==> config.mk <==
export PLATFORM = sky130hd
export DESIGN_NAME = mem_arbiter
export DESIGN_NICKNAME = d
export VERILOG_FILES = /design/src/rtl/mem_arbiter.sv
export SDC_FILE = /design/constraint.sdc
export NUM_CORES = 1
export LEC_CHECK = 0
export CORE_AREA = 2 2 104 106
export CTS_CLUSTER_SIZE = 28
export DETAILED_ROUTE_END_ITERATION = 10
export DIE_AREA = 0 0 106 108
export HOLD_SLACK_MARGIN = 0.03
export PLACE_DENSITY = 0.92
export SYNTH_ARGS = -nofsm -noshare
export SYNTH_HDL_FRONTEND = slang
export SYNTH_SLANG_ARGS = --single-unit
==> constraint.sdc <==
create_clock -name CLK -period 7.7 [get_ports CLK]
set_clock_uncertainty 0.15 [all_clocks]
set_input_delay 0.77 -clock CLK [delete_from_list [all_inputs] [get_ports CLK]]
set_output_delay 0.77 -clock CLK [all_outputs]
set_load 0.02 [all_outputs]
==> src/rtl/mem_arbiter.sv <==
// Arbitrates icache and dcache requests onto one variable-latency RAM port.
// Data wins by default; a starvation guard forces an instruction grant after STARVE_LIMIT data grants.
module mem_arbiter #(
  parameter int STARVE_LIMIT = 2,
  parameter int TIMEOUT      = 255
) (
  input  logic        CLK,
  input  logic        RST,
  input  logic        iREN,
  input  logic [31:0] iaddr,
  output logic        iwait,
  output logic [31:0] iload,
  input  logic        dREN,
  input  logic        dWEN,
  input  logic [31:0] daddr,
  input  logic [31:0] dstore,
  output logic        dwait,
  output logic [31:0] dload,
  output logic        ramREN,
  output logic        ramWEN,
  output logic [31:0] ramaddr,
  output logic [31:0] ramstore,
  input  logic [31:0] ramload,
  input  logic        ramready,
  output logic        mem_error
);

  localparam int TW = $clog2(TIMEOUT + 1);
  localparam int SW = (STARVE_LIMIT > 0) ? $clog2(STARVE_LIMIT + 1) : 1;
  localparam logic [TW-1:0] TMO_LAST   = TW'(TIMEOUT - 1);
  localparam logic [SW-1:0] STARVE_MAX = SW'(STARVE_LIMIT);
  localparam logic [31:0]   TMO_DATA   = 32'hBAD1BAD1;

  typedef enum logic [1:0] {
    IDLE   = 2'd0,
    IGRANT = 2'd1,
    DGRANT = 2'd2
  } state_t;

  state_t          r_state;
  state_t          w_next;
  logic [31:0]     r_addr;
  logic [31:0]     r_store;
  logic            r_op;
  logic [SW-1:0]   r_starve_cnt;
  logic [TW-1:0]   r_tmo_cnt;
  logic            r_mem_error;

  logic            w_d_pend;
  logic            w_i_forced;
  logic            w_grant;
  logic            w_tmo_hit;
  logic            w_done;

  assign w_d_pend   = dREN | dWEN;
  assign w_i_forced = iREN && (r_starve_cnt == STARVE_MAX);
  assign w_grant    = (r_state != IDLE);
  assign w_tmo_hit  = w_grant && (r_tmo_cnt == TMO_LAST) && !ramready;
  assign w_done     = w_grant && (ramready || w_tmo_hit);

  // RAM only ever sees the values latched at grant entry
  assign ramaddr   = r_addr;
  assign ramstore  = r_store;
  assign mem_error = r_mem_error;

  always_comb begin
    w_next = r_state;
    iwait  = 1'b1;
    dwait  = 1'b1;
    iload  = 32'h0;
    dload  = 32'h0;
    ramREN = 1'b0;
    ramWEN = 1'b0;
    case (r_state)
      IDLE: begin
        if (w_d_pend && !w_i_forced) begin
          w_next = DGRANT;
        end else if (iREN) begin
          w_next = IGRANT;
        end
      end
      IGRANT: begin
        ramREN = 1'b1;
        if (w_done) begin
          w_next = IDLE;
          iwait  = 1'b0;
          iload  = ramready ? ramload : TMO_DATA;
        end
      end
      DGRANT: begin
        ramWEN = r_op;
        ramREN = ~r_op;
        if (w_done) begin
          w_next = IDLE;
          dwait  = 1'b0;
          if (!r_op) begin
            dload = ramready ? ramload : TMO_DATA;
          end
        end
      end
      default: begin
        w_next = IDLE;
      end
    endcase
  end

  always_ff @(posedge CLK) begin
    if (RST) begin
      r_state      <= IDLE;
      r_addr       <= 32'h0;
      r_store      <= 32'h0;
      r_op         <= 1'b0;
      r_starve_cnt <= '0;
      r_tmo_cnt    <= '0;
      r_mem_error  <= 1'b0;
    end else begin
      r_state <= w_next;
      if (w_tmo_hit) begin
        r_mem_error <= 1'b1;
      end
      if (r_state == IDLE) begin
        r_tmo_cnt <= '0;
        if (w_next == DGRANT) begin
          r_addr  <= daddr;
          r_store <= dstore;
          r_op    <= dWEN;
          // only data grants that bypass a waiting fetch count toward starvation
          if (iREN && (r_starve_cnt != STARVE_MAX)) begin
            r_starve_cnt <= r_starve_cnt + SW'(1);
          end
        end else if (w_next == IGRANT) begin
          r_addr       <= iaddr;
          r_store      <= dstore;
          r_op         <= 1'b0;
          r_starve_cnt <= '0;
        end
      end else if (!ramready) begin
        r_tmo_cnt <= r_tmo_cnt + TW'(1);
      end
    end
  end

endmodule

# After elaboration in Yosys (flattened, before gate mapping)
# Index checks and enable logic that the tools add are counted.
[word_totals] reg_bits=78 word_cells=59 inputBits=134 out_inout_bits=133
[classes] bitwise=2 n_addsub=2 muxes=24 n_reduce_logical=16 eq_ne=8
[op_table] operator="$mux W32" n=10
[op_table] operator="$mux W2" n=6
[op_table] operator="$add A8 B1 Y8 const B" n=1
[op_table] operator="$eq A8 B8 Y1 const B" n=1
[op_table] operator="$eq A2 B2 Y1 const B" n=3
[op_table] operator="$logic_and A1 B1 Y1" n=6
[op_table] operator="$mux W1" n=6
[op_table] operator="$eq A2 B1 Y1 const B" n=2
[op_table] operator="$pmux W2 S2" n=1
[op_table] operator="$reduce_bool A2 Y1" n=2
[op_table] operator="$reduce_or A2 Y1" n=2
[op_table] operator="$reduce_and A3 Y1" n=1
[op_table] operator="$add A2 B1 Y2 const B" n=1
[op_table] operator="$logic_not A1 Y1" n=2
[op_table] operator="$logic_not A2 Y1" n=1
[op_table] operator="$ne A2 B1 Y1 const B" n=1
[op_table] operator="$ne A2 B2 Y1 const B" n=1
[op_table] operator="$pmux W1 S2" n=1
[op_table] operator="$reduce_and A2 Y1" n=1
[op_table] operator="$logic_or A1 B1 Y1" n=1
[op_table] operator="$not A1 Y1" n=1
[op_table] operator="$or A1 B1 Y1" n=1

# Logic depth before layout (Yosys ltp)
[logic_depth] word_depth=10 mapped_depth=12

# Least setup slack after synthesis
# Ideal clock, no wire load.
[synth_path] path_kind="input port to flip-flop" from="in ramready" to="reg r_addr[10], in the netlist ramaddr[10]" stages=11 arrival_time_ns=2.414 required_time_ns=7.416 path_buffers=5 slack_ns=5.002 cell_sequence="buf_2 > and2b_1 > buf_2 > a31o_4 > a21oi_1 > ha_1 > nor2b_1 > buf_2 > buf_4 > buf_2 > a211oi_1"
[synth_between] elab_chain_cells=9 word_cells_on_any_way=11 cone_classes="2 x eq/ne; 3 x mux; 6 x reduce/logical"
[synth_lines] item="start, declared" line="24" source="input logic ramready,"
[synth_lines] item="$logic_not A1 Y1"
[synth_lines] item="$logic_and A1 B1 Y1" line="58" source="assign w_tmo_hit = w_grant && (r_tmo_cnt == TMO_LAST) && !ramready;"
[synth_lines] item="$logic_or A1 B1 Y1 (*)" line="59" source="assign w_done = w_grant && (ramready || w_tmo_hit);"
[synth_lines] item="$logic_and A1 B1 Y1 (*)" line="59"
[synth_lines] item="$mux W2 (*)" line="84, 93"
[synth_lines] item="$pmux W2 S2 (*)" line="74" source="case (r_state)"
[synth_lines] item="via w_next[1]" line="41" source="state_t w_next;"
[synth_lines] item="$eq A2 B2 Y1 / $eq A2 B1 Y1 (equally long branches)" line="123, 131"
[synth_lines] item="$reduce_bool A2 Y1 (no source line)"
[synth_lines] item="$reduce_and A2 Y1 (no source line)"
[synth_lines] item="end signal, assigned" line="124" source="r_addr <= daddr;"
[synth_lines] item="end signal, assigned" line="132" source="r_addr <= iaddr;"
[synth_lines] item="end, declared" line="42" source="logic [31:0] r_addr;"
# Mark *: on every way through the listed nets, which the timed path passes. The rest lies on a longest branch.
# A chain may end at the register's enable or synchronous reset.

# Worst setup path after layout
[layout_path] from="in ramready" to="out iload[23]"
[layout_between] elab_chain_cells=6 word_cells_on_any_way=7 cone_classes="3 x mux; 4 x reduce/logical"
[layout_lines] item="$logic_not A1 Y1"
[layout_lines] item="$logic_and A1 B1 Y1" line="58"
[layout_lines] item="$logic_or A1 B1 Y1" line="59"
[layout_lines] item="$logic_and A1 B1 Y1" line="59"
[layout_lines] item="$mux W32 (*)" line="84" source="if (w_done) begin"
[layout_lines] item="$mux W32 (*)" line="74"
[layout_lines] item="end, declared" line="12" source="output logic [31:0] iload,"
# Every way passes the cells marked *; elsewhere a longest branch is shown, timed or not.

==> impl_results.md <==
* Min Tclk post-route at 4.53 ns
* Largest delay share family, worst path: buffers and inverters
* Post-synth EDFFs at 0
* Critical Path RT at 6.78 ns
* Detail-routed via count per cell at 5.14
* DIE HEIGHT at 108 µm
* Final Hold Violating Endpoints at 0
* Final Util at 0.660
* Max_cap viols at 0
* Synth area leader: dfxtp_1
* Share of flip-flops with an asynchronous set or reset at 0
* Initial Util at 0.382
* Via count at 4440
* Seq. cell area at 1560 µm²
* Multi-input logic area at about 2100 µm²
* Post-synth top cells: dfxtp_1 (78), nor2_1 (76), nand2_1 (70)
* Final WL at 13300 µm
* Met3 WL at 1040 µm
* Hold_buf cts at 0
* HPWL Detailed at 10300 µm
* CP Launch Type: input pin
* Worst vdd ir at roughly 130 µV
* Largest net degree at the start of global routing at 98
* Distinct cells, synth at 39
* CTS Buffer Depth at 2
* # IOs at between 200 and 300
* Slew margin rel. at 0.164
* Yosys Warn Count at 0
* CTS H-tree depth at 3
* Pre-antenna DRT Iters at 4
* Most frequent CP cell: clkdlybuf4s50_1
* Post-synthesis instance total at 483
* RSZ-0062 raised after global routing: false
* Slowest stage delay, CP at 0.90 ns
* CTS Buf Count at 9
* Total die area at 11400 µm²
* # rows at 37
* Port Buffers at 266
* Overflow after GRT at 0
* Vias in the first global route at 4271
* Top sig layer: met4
* Synth top area cells: dfxtp_1 (40%), mux2i_1 (8.2%), nor2_1 (7.3%)
* PostCTS Resize Cnt at 0
* Max Freq at approximately 220 MHz
* Hold WC Path Type: flop to flop
* Post-synthesis sequential area ratio at 0.400
* First-pass GRT wire length at 20100 µm
* Post-CTS setup buffer count at 0
* Initial antenna violation count at 2
* Leakage power at between 2 and 3 nW
* Final WS setup at 3.17 ns
* # fillers at 808
* Metal-1 WL at ~4700 µm
* Root Buffer: clkbuf_8
* Seq cells post-synth at between 70 and 80
* Post-synth top area share at 0.400
* CTS sink cnt at 78
* Met2 Routed Length at 7010 µm
* Layout cells sized above 1 at 0.0359
* CP Capture Type: output pin
* Setup TNS at 0 ns
* Critical path type: input pin to output pin
* DP Area at around 6600 µm²
* Clock slew at reported path FFs at approximately 0.080 ns
* Actual slew at the worst max-slew pin at 1.25 ns
* DRC at 0
* Critical Path AT at 3.61 ns
* Core Footprint at 10200 µm²
* Slowest library cell on the worst path: clkdlybuf4s50_1
* Period utilization at 0.588
* Overall Global Routing Usage at 0.221
* Setup-failing EPs final at 0
* Die X at about 110 µm
* Worst Path Max Fanout at 29
* Fin area at around 6700 µm²
* Clk_lat worst skew at between 0.3 and 0.4 ns
* Area grow syn2layout at 72.7%
* Cell area after synthesis at 3910 µm²
* Layout Nets at 863
* Routability Congestion at roughly 0.94
* CTS tree: built
* Pwr Total at 1.51 mW
* Status: complete, no violations
* Buf/Inv on CP at 2
* Per-cell routed wire length at 15.4 µm
* Worst path cell trace: clkdlybuf4s50_1 > and4b_1 > a22oi_1 > nor2_1 > clkdlybuf4s50_1
* Final ANT Viol Nets at 0
* Setup WS pre-CTS at ~3 ns
* Most frequent cell after synthesis: dfxtp_1
* DRT iter0 DRCs at 160
* Prevailing post-synth register cell: dfxtp_1
* Pwr/cell area at 223 nW/µm²
* Syn_nets at around 630
* Avg Cell Area, Syn at 8.09 µm²
* Final Slew Violations at 0
tightest hold or removal path: cells and delay by family (launching register included):
family / cells / cell delay, ns
AO/OA/AOI/OAI: 1 / 0.05
flip-flops: 1 / 0.31
AND/OR/NAND/NOR: 1 / 0.05
registers in the layout (all words and copies together) (netlist names):
signal	count
ramstore	32
r_starve_cnt	2
mem_error	1
r_op	1
r_tmo_cnt	8
r_state	2
ramaddr	32
final cells by class:
class | instances | area share
antenna | 2 | 0.000742
clock buffer | 11 | 0.0224
clock inverter | 5 | 0.00575
inverter | 6 | 0.00334
multi-input combinational | 357 | 0.315
sequential | 78 | 0.231
tap | 136 | 0.0252
timing repair buffer | 268 | 0.396
path summary, 6_finish.rpt:
check	startpoint	end	slack (ns)	cells after the start
worst max register to register	r_state[0]	ramstore[17]	4.07	9
worst max-delay path	ramready	iload[23]	3.17	5
worst min-delay path	ramstore[5]	ramstore[5]	0.30	2
worst min register to register	ramstore[5]	ramstore[5]	0.30	2
report_power, final:
group / internal (mW) / total [mW] / switching [mW]
logic: 0.316 / 0.681 / 0.365
registers: 0.486 / 0.528 / 0.0421
clock network: 0.138 / 0.297 / 0.159
total: 0.940 / 1.51 / 0.566
stage by stage:
step                std cells  hold WS, ns
floorplan                 483        0.291
global placement          845        0.292
detailed placement        845        0.298
CTS                       861        0.309
global route              863        0.334
finish                    863        0.304
cell families (layout without fill, tap and decap cells):
| logic type | after synthesis | after routing | synth area share |
|---|---|---|---|
| muxes | 32 | 32 | 0.0820 |
| and+or+nand+nor | 204 | 204 | 0.238 |
| buffers and inverters | 48 | 290 | 0.0586 |
| DFF | 78 | 78 | 0.400 |
| xor gates and xnor gates | 3 | 3 | 0.00673 |
| other | 0 | 2 | 0 |
| AOI/OAI and AO/OA | 109 | 109 | 0.186 |
| adders and majority gates | 9 | 9 | 0.0288 |
metal layers:
metal,vias up,track usage
met5,-,0
met4,0,0.123
met3,28,0.0579
met2,207,0.412
met1,2047,0.223
li1,2158,-
cells in the final DEF, fill, tap and decap left out, drive strengths merged, types with 4 or more instances in the layout:
cell type      synthesis  final
clkbuf                13     11
nor2                  76     76
inv                    6      9
o21ai                  4      4
clkdlybuf4s50          0    265
nand2                 70     70
or3                    4      4
a21oi                 39     39
a22oi                 19     19
dfxtp                 78     78
and3                  29     29
nand2b                 5      5
mux2i                 32     32
a211oi                34     34
nor2b                  4      4
ha                     9      9
Power figures use the tool's default switching activity.
